`src/rtl/pe_seq_ctrl.sv`:
```
// pe_seq_ctrl: sequencer for a row of NUM_PE convolution PEs.
// Loads each PE's FW x FW filter, then streams ifmap windows.
// Ports: clk, reset (async high); start/config in; weight buffer
// read port; ifmap source valid/ready; PE config/weight/ifmap
// drive; per-PE output-valid in; busy/done/err_cfg status.
module pe_seq_ctrl #(
  parameter  int DATA_WIDTH       = 16,
  parameter  int MAX_FILTER_WIDTH = 11,
  parameter  int NUM_PE           = 4,
  localparam int LOG_MFW = $clog2(MAX_FILTER_WIDTH),
  localparam int AW =
    $clog2(NUM_PE * MAX_FILTER_WIDTH * MAX_FILTER_WIDTH)
) (
  input  logic                  clk,
  input  logic                  reset,
  input  logic                  i_start,
  input  logic [LOG_MFW:0]      i_filter_width,
  input  logic [LOG_MFW:0]      i_stride,
  input  logic [15:0]           i_num_windows,
  output logic                  o_wbuf_rd_en,
  output logic [AW-1:0]         o_wbuf_addr,
  input  logic [DATA_WIDTH-1:0] i_wbuf_data,
  input  logic [DATA_WIDTH-1:0] i_ifmap_data,
  input  logic                  i_ifmap_valid,
  output logic                  o_ifmap_ready,
  output logic [NUM_PE-1:0]     o_pe_en,
  output logic [LOG_MFW:0]      o_filter_width,
  output logic [LOG_MFW:0]      o_stride,
  output logic [DATA_WIDTH-1:0] o_weight_data,
  output logic                  o_weight_valid,
  output logic [LOG_MFW:0]      o_wr_w_row_ptr,
  output logic [LOG_MFW:0]      o_wr_w_col_ptr,
  output logic [DATA_WIDTH-1:0] o_ifmap_data,
  output logic                  o_ifmap_valid,
  output logic                  o_reset_ifmap,
  input  logic [NUM_PE-1:0]     i_peout_valid,
  output logic                  o_busy,
  output logic                  o_done,
  output logic                  o_err_cfg
);

  localparam int FWW = LOG_MFW + 1;
  localparam int PW  = (NUM_PE > 1) ? $clog2(NUM_PE) : 1;

  localparam logic [FWW-1:0] MFW_F = FWW'(MAX_FILTER_WIDTH);
  localparam logic [AW-1:0]  ROW_A = AW'(MAX_FILTER_WIDTH);
  localparam logic [AW-1:0]  PE_A  =
    AW'(MAX_FILTER_WIDTH * MAX_FILTER_WIDTH);
  localparam logic [PW-1:0]  LAST_P = PW'(NUM_PE - 1);

  typedef enum logic [2:0] {
    IDLE, WLOAD, WDRAIN, STREAM, RSTIF, DONE
  } state_t;

  state_t              state;
  logic [15:0]         nw_q;
  logic [15:0]         win_cnt;
  logic [PW-1:0]       p_cnt;
  logic [FWW-1:0]      r_cnt;
  logic [FWW-1:0]      c_cnt;
  logic [AW-1:0]       row_base;
  logic [AW-1:0]       pe_base;
  logic                drain;
  logic                rd_v1;
  logic [PW-1:0]       p1;
  logic [FWW-1:0]      r1;
  logic [FWW-1:0]      c1;
  logic [NUM_PE-1:0]   wsel;
  logic [NUM_PE-1:0]   done_mask;

  logic                cfg_bad;
  logic                last_c;
  logic                last_r;
  logic                last_p;
  logic                all_done;
  logic [15:0]         win_nxt;

  assign cfg_bad = (i_filter_width == '0)
                 | (i_filter_width > MFW_F)
                 | (i_stride == '0)
                 | (i_stride > i_filter_width)
                 | (i_num_windows == 16'd0);

  assign last_c   = c_cnt == o_filter_width - FWW'(1);
  assign last_r   = r_cnt == o_filter_width - FWW'(1);
  assign last_p   = p_cnt == LAST_P;
  assign all_done = &(done_mask | i_peout_valid);
  assign win_nxt  = win_cnt + 16'd1;

  assign o_busy        = state != IDLE;
  assign o_done        = state == DONE;
  assign o_reset_ifmap = state == RSTIF;
  assign o_ifmap_ready = state == STREAM;
  assign o_ifmap_valid = i_ifmap_valid & o_ifmap_ready;
  assign o_ifmap_data  = i_ifmap_data;
  assign o_wbuf_rd_en  = state == WLOAD;
  assign o_wbuf_addr   =
    o_wbuf_rd_en ? row_base + AW'(c_cnt) : '0;
  // Outside STREAM only an in-flight weight write enables a PE.
  assign o_pe_en =
    o_ifmap_ready  ? '1 :
    o_weight_valid ? wsel : '0;

  always_ff @(posedge clk or posedge reset) begin
    if (reset) begin
      state          <= IDLE;
      nw_q           <= '0;
      win_cnt        <= '0;
      p_cnt          <= '0;
      r_cnt          <= '0;
      c_cnt          <= '0;
      row_base       <= '0;
      pe_base        <= '0;
      drain          <= 1'b0;
      rd_v1          <= 1'b0;
      p1             <= '0;
      r1             <= '0;
      c1             <= '0;
      wsel           <= '0;
      done_mask      <= '0;
      o_filter_width <= '0;
      o_stride       <= '0;
      o_weight_data  <= '0;
      o_weight_valid <= 1'b0;
      o_wr_w_row_ptr <= '0;
      o_wr_w_col_ptr <= '0;
      o_err_cfg      <= 1'b0;
    end else begin
      o_err_cfg <= 1'b0;
      // Two-stage weight pipe: read tag, then data + tag out.
      rd_v1 <= o_wbuf_rd_en;
      p1    <= p_cnt;
      r1    <= r_cnt;
      c1    <= c_cnt;
      o_weight_valid <= rd_v1;
      if (rd_v1) begin
        o_weight_data  <= i_wbuf_data;
        o_wr_w_row_ptr <= r1;
        o_wr_w_col_ptr <= c1;
        wsel           <= NUM_PE'(1) << p1;
      end
      unique case (state)
        IDLE: begin
          if (i_start) begin
            if (cfg_bad) begin
              o_err_cfg <= 1'b1;
            end else begin
              o_filter_width <= i_filter_width;
              o_stride       <= i_stride;
              nw_q           <= i_num_windows;
              win_cnt        <= '0;
              p_cnt          <= '0;
              r_cnt          <= '0;
              c_cnt          <= '0;
              row_base       <= '0;
              pe_base        <= '0;
              done_mask      <= '0;
              state          <= WLOAD;
            end
          end
        end
        WLOAD: begin
          if (last_c) begin
            c_cnt <= '0;
            if (last_r) begin
              r_cnt <= '0;
              if (last_p) begin
                drain <= 1'b0;
                state <= WDRAIN;
              end else begin
                p_cnt    <= p_cnt + PW'(1);
                pe_base  <= pe_base + PE_A;
                row_base <= pe_base + PE_A;
              end
            end else begin
              r_cnt    <= r_cnt + FWW'(1);
              row_base <= row_base + ROW_A;
            end
          end else begin
            c_cnt <= c_cnt + FWW'(1);
          end
        end
        WDRAIN: begin
          drain <= 1'b1;
          if (drain) state <= STREAM;
        end
        STREAM: begin
          done_mask <= done_mask | i_peout_valid;
          if (all_done) state <= RSTIF;
        end
        RSTIF: begin
          done_mask <= '0;
          win_cnt   <= win_nxt;
          state     <= (win_nxt == nw_q) ? DONE : STREAM;
        end
        DONE: state <= IDLE;
        default: state <= IDLE;
      endcase
    end
  end

endmodule

```
`config.mk`:
```
export PLATFORM = sky130hd
export DESIGN_NAME = pe_seq_ctrl
export DESIGN_NICKNAME = d
export VERILOG_FILES = /design/src/rtl/pe_seq_ctrl.sv
export SDC_FILE = /design/constraint.sdc
export NUM_CORES = 1
export LEC_CHECK = 0
export BUFFER_PORTS_ARGS = -buffer_cell sky130_fd_sc_hd__buf_2
export CORE_UTILIZATION = 50
export DETAILED_ROUTE_END_ITERATION = 12
export HOLD_SLACK_MARGIN = 0.02
export PLACE_DENSITY = 0.87
export SYNTH_ARGS = -nofsm -noshare
export SYNTH_HDL_FRONTEND = slang
export SYNTH_SLANG_ARGS = --single-unit
```
`constraint.sdc`:
```
create_clock -name clk -period 3.9 [get_ports clk]
set_clock_uncertainty 0.15 [all_clocks]
set_input_delay 0.39 -clock clk [delete_from_list [all_inputs] [get_ports clk]]
set_output_delay 0.39 -clock clk [all_outputs]
set_load 0.005 [all_outputs]
```
Yosys cells after proc, flatten, opt, wreduce, memory -nomap -nowiden. Index checks and enable logic that the tools add are counted.

Register bits after elaboration: 125. Input port bits: 66. Output and inout port bits: 73. Logic and storage cells: 124.

$add $sub $neg: 8. Magnitude comparators: 2. Equal/unequal tests: 18. Shift operators: 1. Multiplexer cells: 47. Bitwise gates (word level): 7. Reductions and logical operators: 19.

Operator list (number): $mux 9 (8); $pmux 9 s2 (2); $mux 16 (2); $pmux 16 s2 (1); $mux 5 (5); $mux 3 (8); $pmux 5 s2 (2); $add 16x1->16 const B (1); $eq 16x16->1 (1); $logic_not 16->1 (1); $mux 4 (4); $pmux 3 s5 (1); $pmux 4 s3 (1); $reduce_and 3->1 (4); $reduce_and 4->1 (3); $add 5x1->5 const B (2); $eq 5x5->1 (2); $logic_not 5->1 (2); $mux 2 (5); $add 9x4->9 const B (1); $add 9x5->9 (1); $add 9x7->9 const B (1); $ne 2x1->1 const B (4); $ne 2x2->1 const B (4); other kinds (23) (36).

Longest topological paths before layout. Gate-level depths: netlist of the first run.

Word-level depth: 8. Depth in mapped cells: 11. Gate-level depth less buffers: 9.

Worst setup path before layout of the first run. Ideal clock, no wire load.

Kind: flip-flop to flip-flop. Start: reg o_filter_width[0]. End: reg row_base[5]. Library setup time: 124 ps. Arrival: 2407 ps. Required time: 3626 ps. Setup slack: 1219 ps. Cell stages (with the launch flop): 11. Path buffers: 2. Clock period less this slack: 2681 ps. Cells stage by stage: dfrtp_1 -> buf_2 -> inv_1 -> ha_1 -> xnor3_1 -> o2111ai_1 -> nor4_4 -> o211ai_4 -> and2_1 -> buf_2 -> a211o_1.

Cells in the longest elaborated chain, start to end: 5. Elaborated cells between the ends (all ways): 9. Those cells by class: 1 x add/sub; 4 x eq/ne; 3 x mux; 1 x reduce/logical.

Ends and longest elaborated chain: start: declaration (RTL line 27) `output logic [LOG_MFW:0] o_filter_width,`; start signal: assignment (RTL line 148) `o_filter_width <= i_filter_width;`; $sub 5x1->5 * (RTL line 84, 85); $eq 5x5->1 (RTL line 85) `assign last_r = r_cnt == o_filter_width - FWW'(1);`; $mux 9 (RTL line 165) `if (last_r) begin`; $mux 9 (RTL line 163) `if (last_c) begin`; $pmux 9 s2 (RTL line 142) `unique case (state)`; end signal: assignment (RTL line 173) `row_base <= pe_base + PE_A;`; end signal: assignment (RTL line 177) `row_base <= row_base + ROW_A;`; end: declaration (RTL line 61) `logic [AW-1:0] row_base;`.

Every way passes the cells marked *; elsewhere a longest branch is shown, timed or not. The select of a mux whose other input is x is not followed. A chain may end at the register's enable or synchronous reset.

Final worst setup path of the first run.
Start: reg c_cnt[0]. End: out o_wbuf_addr[8].

Cells in the longest elaborated chain, start to end: 2.

Ends and longest elaborated chain: start: declaration (RTL line 60) `logic [FWW-1:0] c_cnt;`; start signal: assignment (RTL line 180) `c_cnt <= c_cnt + FWW'(1);`; $add 9x5->9 (RTL line 98) `o_wbuf_rd_en ? row_base + AW'(c_cnt) : '0;`; $mux 9 (RTL line 98); end: declaration (RTL line 21) `output logic [AW-1:0] o_wbuf_addr,`.

Every way passes these cells.

==> run summary, run 1 <==
Nets -> 888
initial antenna violation count -> 0
vias after detailed routing -> 5,886
grt total ovfl -> 0
Area after DPL -> 0.007595 sq mm
WL final -> 16,410 microns
top_reg_cell synth -> dfrtp_1
RSZ-0062 raised after global routing -> no
n_diodes -> 0
post-synthesis register bit count -> 125
Worst slew margin -> 41.42%
synthesis warning total -> 0
DR pass1 iterations -> 4
post-CTS sizing -> 0
Storage cell area -> 0.003128 sq mm
period utilization -> 81.33%
data required time of the worst path -> 3.36 ns
Final Setup Violations -> 0
CTS clk-pin slew, worst paths -> 0.06 ns
Reg-to-Reg Start -> o_filter_width[0]$_DFFE_PP0P_
Final TNS setup -> 0 ns
Initial Utilization -> 51.03%
Mapped Area -> 0.007056 sq mm
peak supply drop -> 0.3526 mV
routed len/inst -> 16.46 microns
filler cell count -> 1,106
die area -> 0.01459 sq mm
gpl congestion -> 0.8894
commonest non-fill, non-tap cell in the layout -> dfrtp_1
Largest stage delay, worst path -> 0.46 ns
Critical Path AT -> 2.63 ns
slowest cell on the critical path -> dfrtp_1
DR iter-0 viols -> 470
clock buffer depth -> 2
Worst setup SP type -> flip-flop
Max H-tree Level -> 4
Unique masters post-synth -> 78
vias in the first global route -> 5,587
CP top delay family -> adder cells
Pleak -> 0.003891 uW
Synth-to-Final Area Change -> 15.41%
commonest non-fill, non-tap cells in the layout -> 125 x dfrtp_1, 106 x buf_2, 84 x nand2_1
area of the multi-input gates -> 0.003486 sq mm
die width -> 120.8 microns
row count -> 43
Core Region -> 0.01383 sq mm
sequential share of the synthesized area -> 44.33%
post-layout min period -> 3.172 ns
post-route cell area -> 0.008143 sq mm
Ports -> 139
Pins Over Slew Limit -> 0
Setup CP Type -> flip-flop to output port
crit path cell chain -> ha_1, inv_1, fa_1, nor2b_1, o21ai_0, a21boi_0, o21ai_0, xor2_1, nor2_1, buf_2
Worst Setup SP -> c_cnt[0]$_DFFE_PP0P_
port bufs -> 106
max capacitance violation total -> 0
Post-synth EDFFs -> 0
Die H -> 120.8 microns
post-DP HPWL -> 11,620 microns
pin count of the biggest net entering global routing -> 74
power per cell area -> 682.7 mW/mm^2
CTS tree -> done
Hold Crit Class -> primary input to async pin
status -> finished clean
Root Driver -> clkbuf_16
Avg Vias per Cell -> 5.904
TritonCTS Buffers -> 17
crit path buf inv count -> 2
Mapped Cells -> 727
total track usage -> 23.97%
Synthesized Nets -> 811
number of remaining DRC errors -> 0
layout cell share with drive strength beyond 1 -> 24.72%
clock sink count -> 125
Avg Cell Area, Syn -> 9.705 sq um
fmax -> 315.3 MHz
Worst-Margin Slew -> 0.8787 ns
CP Max Fanout -> 6
Hold Vio Cnt, Final -> 0
Final ANT Viol Nets -> 0
first-pass GRT wire length -> 27,170 microns
Clk Latency, worst-skew pair -> 0.42 ns
fin util -> 58.89%
CP dominant cell by count -> o21ai_0
Critical Path End Type -> output port
Post-synth ARST share -> 100.0%
final cells by class:
| class | instances | area share (%) |
|---|---|---|
| well taps | 180 | 2.766 |
| clock buffers | 18 | 5.270 |
| repair buffers | 117 | 7.714 |
| flip-flops and latches | 125 | 38.41 |
| inverters | 36 | 1.690 |
| multi-input cells | 507 | 42.81 |
| clock inverters | 14 | 1.337 |
power by group:
group | switching [uW] | internal, uW
Clock | 622 | 821
Sequential | 451 | 1690
Combinational | 1030 | 950
path summary, 6_finish.rpt:
| path | endpoint | slack, ns | cells past startpoint |
|---|---|---|---|
| max | o_wbuf_addr[8] | 0.73 | 10 |
| min | nw_q[5]$_DFFE_PP0P_ | 0.0009 | 2 |
| max reg2reg | row_base[8]$_DFFE_PP0P_ | 0.81 | 8 |
| min reg2reg | p1[1]$_DFF_PP0_ | 0.30 | 0 |
| max in group asynchronous | row_base[1]$_DFFE_PP0P_ | 2.80 | 3 |
| min in group clk | nw_q[1]$_DFFE_PP0P_ | 0.03 | 3 |
metal layers:
layer | vias to the layer above | track usage [%] | wire [microns]
li1 | 2740 | - | -
met1 | 2848 | 31.09 | 6974
met2 | 255 | 38.04 | 7778
met3 | 43 | 5.566 | 1184
met4 | 0 | 11.19 | 471
met5 | - | 0 | 0
registers in the layout, summed over array words and instances, names as in the netlist:
signal          count
nw_q               16
o_weight_data      16
win_cnt            16
pe_base             9
row_base            9
c1                  5
c_cnt               5
o_filter_width      5
o_stride            5
o_wr_w_col_ptr      5
o_wr_w_row_ptr      5
r1                  5
r_cnt               5
done_mask           4
wsel                4
state               3
p1                  2
p_cnt               2
drain               1
o_err_cfg           1
o_weight_valid      1
rd_v1               1
repair_timing:
action,4_1_cts,5_1_grt
endpoints found under the hold margin,1,0
setup buffers,0,0
hold buffers,1,0
cell usage after synthesis (all sizes together), types with 3 or more instances:
| cell | number | area share (%) |
|---|---|---|
| nor3b | 5 | 0.69 |
| nand2b | 5 | 0.44 |
| nor4 | 8 | 0.92 |
| clkbuf | 24 | 1.3 |
| or4 | 4 | 0.48 |
| xor2 | 17 | 2.1 |
| mux2 | 36 | 5.7 |
| nand2 | 85 | 4.6 |
| o2bb2ai | 4 | 0.50 |
| a21o | 10 | 1.1 |
| nand3b | 5 | 0.53 |
| buf | 35 | 3.1 |
| or3 | 12 | 1.1 |
| o22ai | 8 | 0.71 |
| mux2i | 5 | 0.71 |
| nor2b | 9 | 0.80 |
| and3 | 13 | 1.2 |
| o21ai | 35 | 2.5 |
| a31oi | 11 | 0.98 |
| and2 | 8 | 0.71 |
| dfrtp | 125 | 44 |
| nand3 | 22 | 1.6 |
| xnor2 | 22 | 2.8 |
| o211ai | 6 | 0.83 |
| a211o | 4 | 0.50 |
| a221oi | 3 | 0.37 |
| a22o | 9 | 1.1 |
| a21oi | 29 | 2.1 |
| ha | 17 | 3.0 |
| and4 | 5 | 0.64 |
| nor3 | 21 | 1.6 |
| inv | 36 | 1.9 |
| o21a | 4 | 0.43 |
| nand4 | 7 | 1.1 |
| a32o | 3 | 0.43 |
| nor2 | 38 | 2.1 |
| o31ai | 6 | 0.64 |
worst register-to-register path, delay by kind of cell, from the launching register on:
family / cells / cell delay [ns]
buffers and inverters: 1 / 0.10
and+or+nand+nor: 2 / 0.90
adders and majority gates: 1 / 0.27
DFF: 1 / 0.51
xor gates and xnor gates: 1 / 0.28
AOI/OAI and AO/OA: 3 / 0.77
logic make-up (layout without fill, tap and decap cells):
| group | count (synthesis) | in the layout | synth area share [%] |
|---|---|---|---|
| xor+xnor | 40 | 40 | 5.267 |
| flops | 125 | 125 | 44.33 |
| fa+ha+maj | 18 | 18 | 3.298 |
| buf+inv | 95 | 185 | 6.260 |
| mux | 41 | 41 | 6.455 |
| simple gates | 251 | 251 | 19.17 |
| compound gates | 157 | 157 | 15.22 |
per-stage QoR:
step / hold WS (ns) / setup WS [ns] / std cells / power [uW]
detailed placement: 0.2736 / 0.7993 / 964 / 4108
CTS: 0.02128 / 0.7082 / 997 / 5575
finish: 0.0008812 / 0.7283 / 997 / 5559
global placement: 0.2639 / 0.9320 / 964 / 4031
global route: 0.02608 / 0.4682 / 997 / 5913
floorplan: 0.2019 / 0.03242 / 727 / 3488
Note: power is estimated with default switching activity, not from simulation.
==> inputs of run 2 (changes only) <==
Clock period 3.9 ns to 2.6 ns, I/O delays scaled along.
==> run summary, run 2 (same netlist as run 1, synthesis figures left out) <==
status -> finished with violations
failing checks -> setup timing
Worst-Margin Slew -> 0.7249 ns (-0.1538 ns)
Avg Vias per Cell -> 5.916 (+0.21%)
Final Setup Violations -> 2 (+2)
Final ANT Viol Nets -> 0 (unchanged)
WL final -> 19,950 microns (+22%)
clock buffer depth -> 2 (unchanged)
Max H-tree Level -> 4 (unchanged)
Synth-to-Final Area Change -> 30.48%
peak supply drop -> 0.5826 mV (+65%)
Final TNS setup -> -0.08450 ns (-0.08450 ns)
layout cell share with drive strength beyond 1 -> 30.98% (+6.3 points)
number of remaining DRC errors -> 0 (unchanged)
period utilization -> 102.3%
fmax -> 376.1 MHz
vias after detailed routing -> 6,431 (+9.3%)
max capacitance violation total -> 0 (unchanged)
DR pass1 iterations -> 5 (+1)
data required time of the worst path -> 2.19 ns (-1.17 ns)
initial antenna violation count -> 0 (unchanged)
post-layout min period -> 2.659 ns
total track usage -> 26.91% (+2.9 points)
Worst slew margin -> 51.57% (+10 points)
Reg-to-Reg Start -> o_filter_width[0]$_DFFE_PP0P_
post-DP HPWL -> 12,310 microns (+5.9%)
commonest non-fill, non-tap cell in the layout -> dfrtp_1
Hold Vio Cnt, Final -> 0 (unchanged)
Setup CP Type -> flip-flop to output port
Ports -> 139 (unchanged)
CP Max Fanout -> 3 (-3)
DR iter-0 viols -> 651 (+39%)
R2R Path End -> c_cnt[3]$_DFFE_PP0P_
Pwr Total -> 9300 uW (+67%)
Core Region -> 0.01383 sq mm (unchanged)
die width -> 120.8 microns (unchanged)
Clk Latency, worst-skew pair -> 0.42 ns (about the same)
Regs by FF count -> nw_q: 16 flops, o_weight_data: 16 flops, win_cnt: 16 flops
fin util -> 66.58% (+7.7 points)
post-route cell area -> 0.009206 sq mm (+13%)
TritonCTS Buffers -> 17 (unchanged)
final non-filler cell total -> 1,087 (+9.0%)
power per cell area -> 1010 mW/mm^2 (+48%)
grt total ovfl -> 0 (unchanged)
port bufs -> 106 (unchanged)
Nets -> 979 (+10%)
vias in the first global route -> 6,135 (+9.8%)
routed len/inst -> 18.36 microns (+12%)
n_diodes -> 0 (unchanged)
die area -> 0.01459 sq mm (unchanged)
first-pass GRT wire length -> 30,220 microns (+11%)
CP endpoint -> o_wbuf_addr[6]
Critical Path End Type -> output port
cell depth of the worst flop-to-flop path -> 11 (+3)
Worst Setup SP -> c_cnt[0]$_DFFE_PP0P_
Pins Over Slew Limit -> 0 (unchanged)
CTS tree -> done
row count -> 43 (unchanged)
Cells after DPL -> 995 (+3.2%)
gpl congestion -> 0.9048 (+1.7%)
crit path buf inv count -> 2 (unchanged)
Pleak -> 0.004374 uW (+12%)
crit path cell chain -> ha_4, inv_2, fa_2, nor2b_4, o21ai_2, a21boi_2, o21ai_1, xnor2_1, nor2_1, buf_2
filler cell count -> 945 (-15%)
Initial Utilization -> 51.03% (unchanged)
slowest cell on the critical path -> dfrtp_1
Critical Path AT -> 2.25 ns (-0.38 ns)
CP Depth -> 10 (unchanged)
CP top delay family -> adder cells
Root Driver -> clkbuf_16
commonest non-fill, non-tap cells in the layout -> 120 x dfrtp_1, 106 x buf_2, 83 x nand2_1
R2R Setup Slk -> 0 ns (-0.81 ns)
final worst setup slack -> -0.05897 ns (-0.7872 ns)
RSZ-0062 raised after global routing -> yes
Area after DPL -> 0.007886 sq mm (+3.8%)
Worst setup SP type -> flip-flop
Die H -> 120.8 microns (unchanged)
CTS clk-pin slew, worst paths -> 0.06 ns (about the same)
clock sink count -> 125 (unchanged)
pin count of the biggest net entering global routing -> 58 (-22%)
Largest stage delay, worst path -> 0.40 ns (-0.06 ns)
Hold Crit Class -> primary input to flip-flop
## run 2: changes by cell type in the layout (fill, tap and decap cells not counted), sizes merged
cell         change
buf             +45
dlygate4sd3     +45
bufinv           +2
clkinv           -2
## run 2: power breakdown
part | internal [uW] | switching, uW
Sequential | 2530 | 602
Combinational | 1830 | 1970
Clock | 1420 | 944
Total | 5790 | 3510
## run 2: cell type report
cell class	instances	area [sq um]	area share, %
tap	180	225.2	2.446
multi-input combinational	507	3636	39.49
timing repair buffer	208	1490	16.19
clock buffer	17	425.4	4.621
inverter	36	138.9	1.509
sequential	125	3134	34.04
clock inverter	14	156.4	1.699
## run 2: repair_timing
action,in CTS,in global routing
cloned,0,1
pin swaps,8,7
hold endpoints to repair,74,0
hold buffers,46,0
endpoints found under the setup margin,5,46
gates resized for setup,16,30
buffers inserted,4,12
## run 2: worst min-delay path by stage
stage / from / to / depth (start not counted)
after floorplan: rd_v1$_DFF_PP0_ / o_weight_valid$_DFF_PP0_ / 0
after global placement: reset / nw_q[9]$_DFFE_PP0P_ / 2
after detailed placement: reset / win_cnt[5]$_DFFE_PP0P_ / 2
after CTS: i_start / o_err_cfg$_DFF_PP0_ / 3
after global routing: i_start / o_err_cfg$_DFF_PP0_ / 3
final: i_start / o_err_cfg$_DFF_PP0_ / 3
## run 2: stage by stage
step / setup slack [ns] / hold WS [ns]
finish: -0.05897 / 0.09661
global placement: 0.09078 / 0.2503
global route: -0.1589 / 0.09140
CTS: -0.09179 / 0.04440
detailed placement: 0.04396 / 0.2489
floorplan: 0.006235 / 0.2019
## run 2: metal layers
layer | track usage [%] | share of wire (%)
met1 | 33.59 | 41
met2 | 43.28 | 48
met3 | 5.425 | 7.0
met4 | 15.90 | 4.6
met5 | 0 | 0
## run 2: worst min-delay path, delay by kind of cell
kind	cells	cell delay [ns]
buffers and inverters	1	0.13
AOI/OAI and AO/OA	1	0.06
and+or+nand+nor	1	0.17
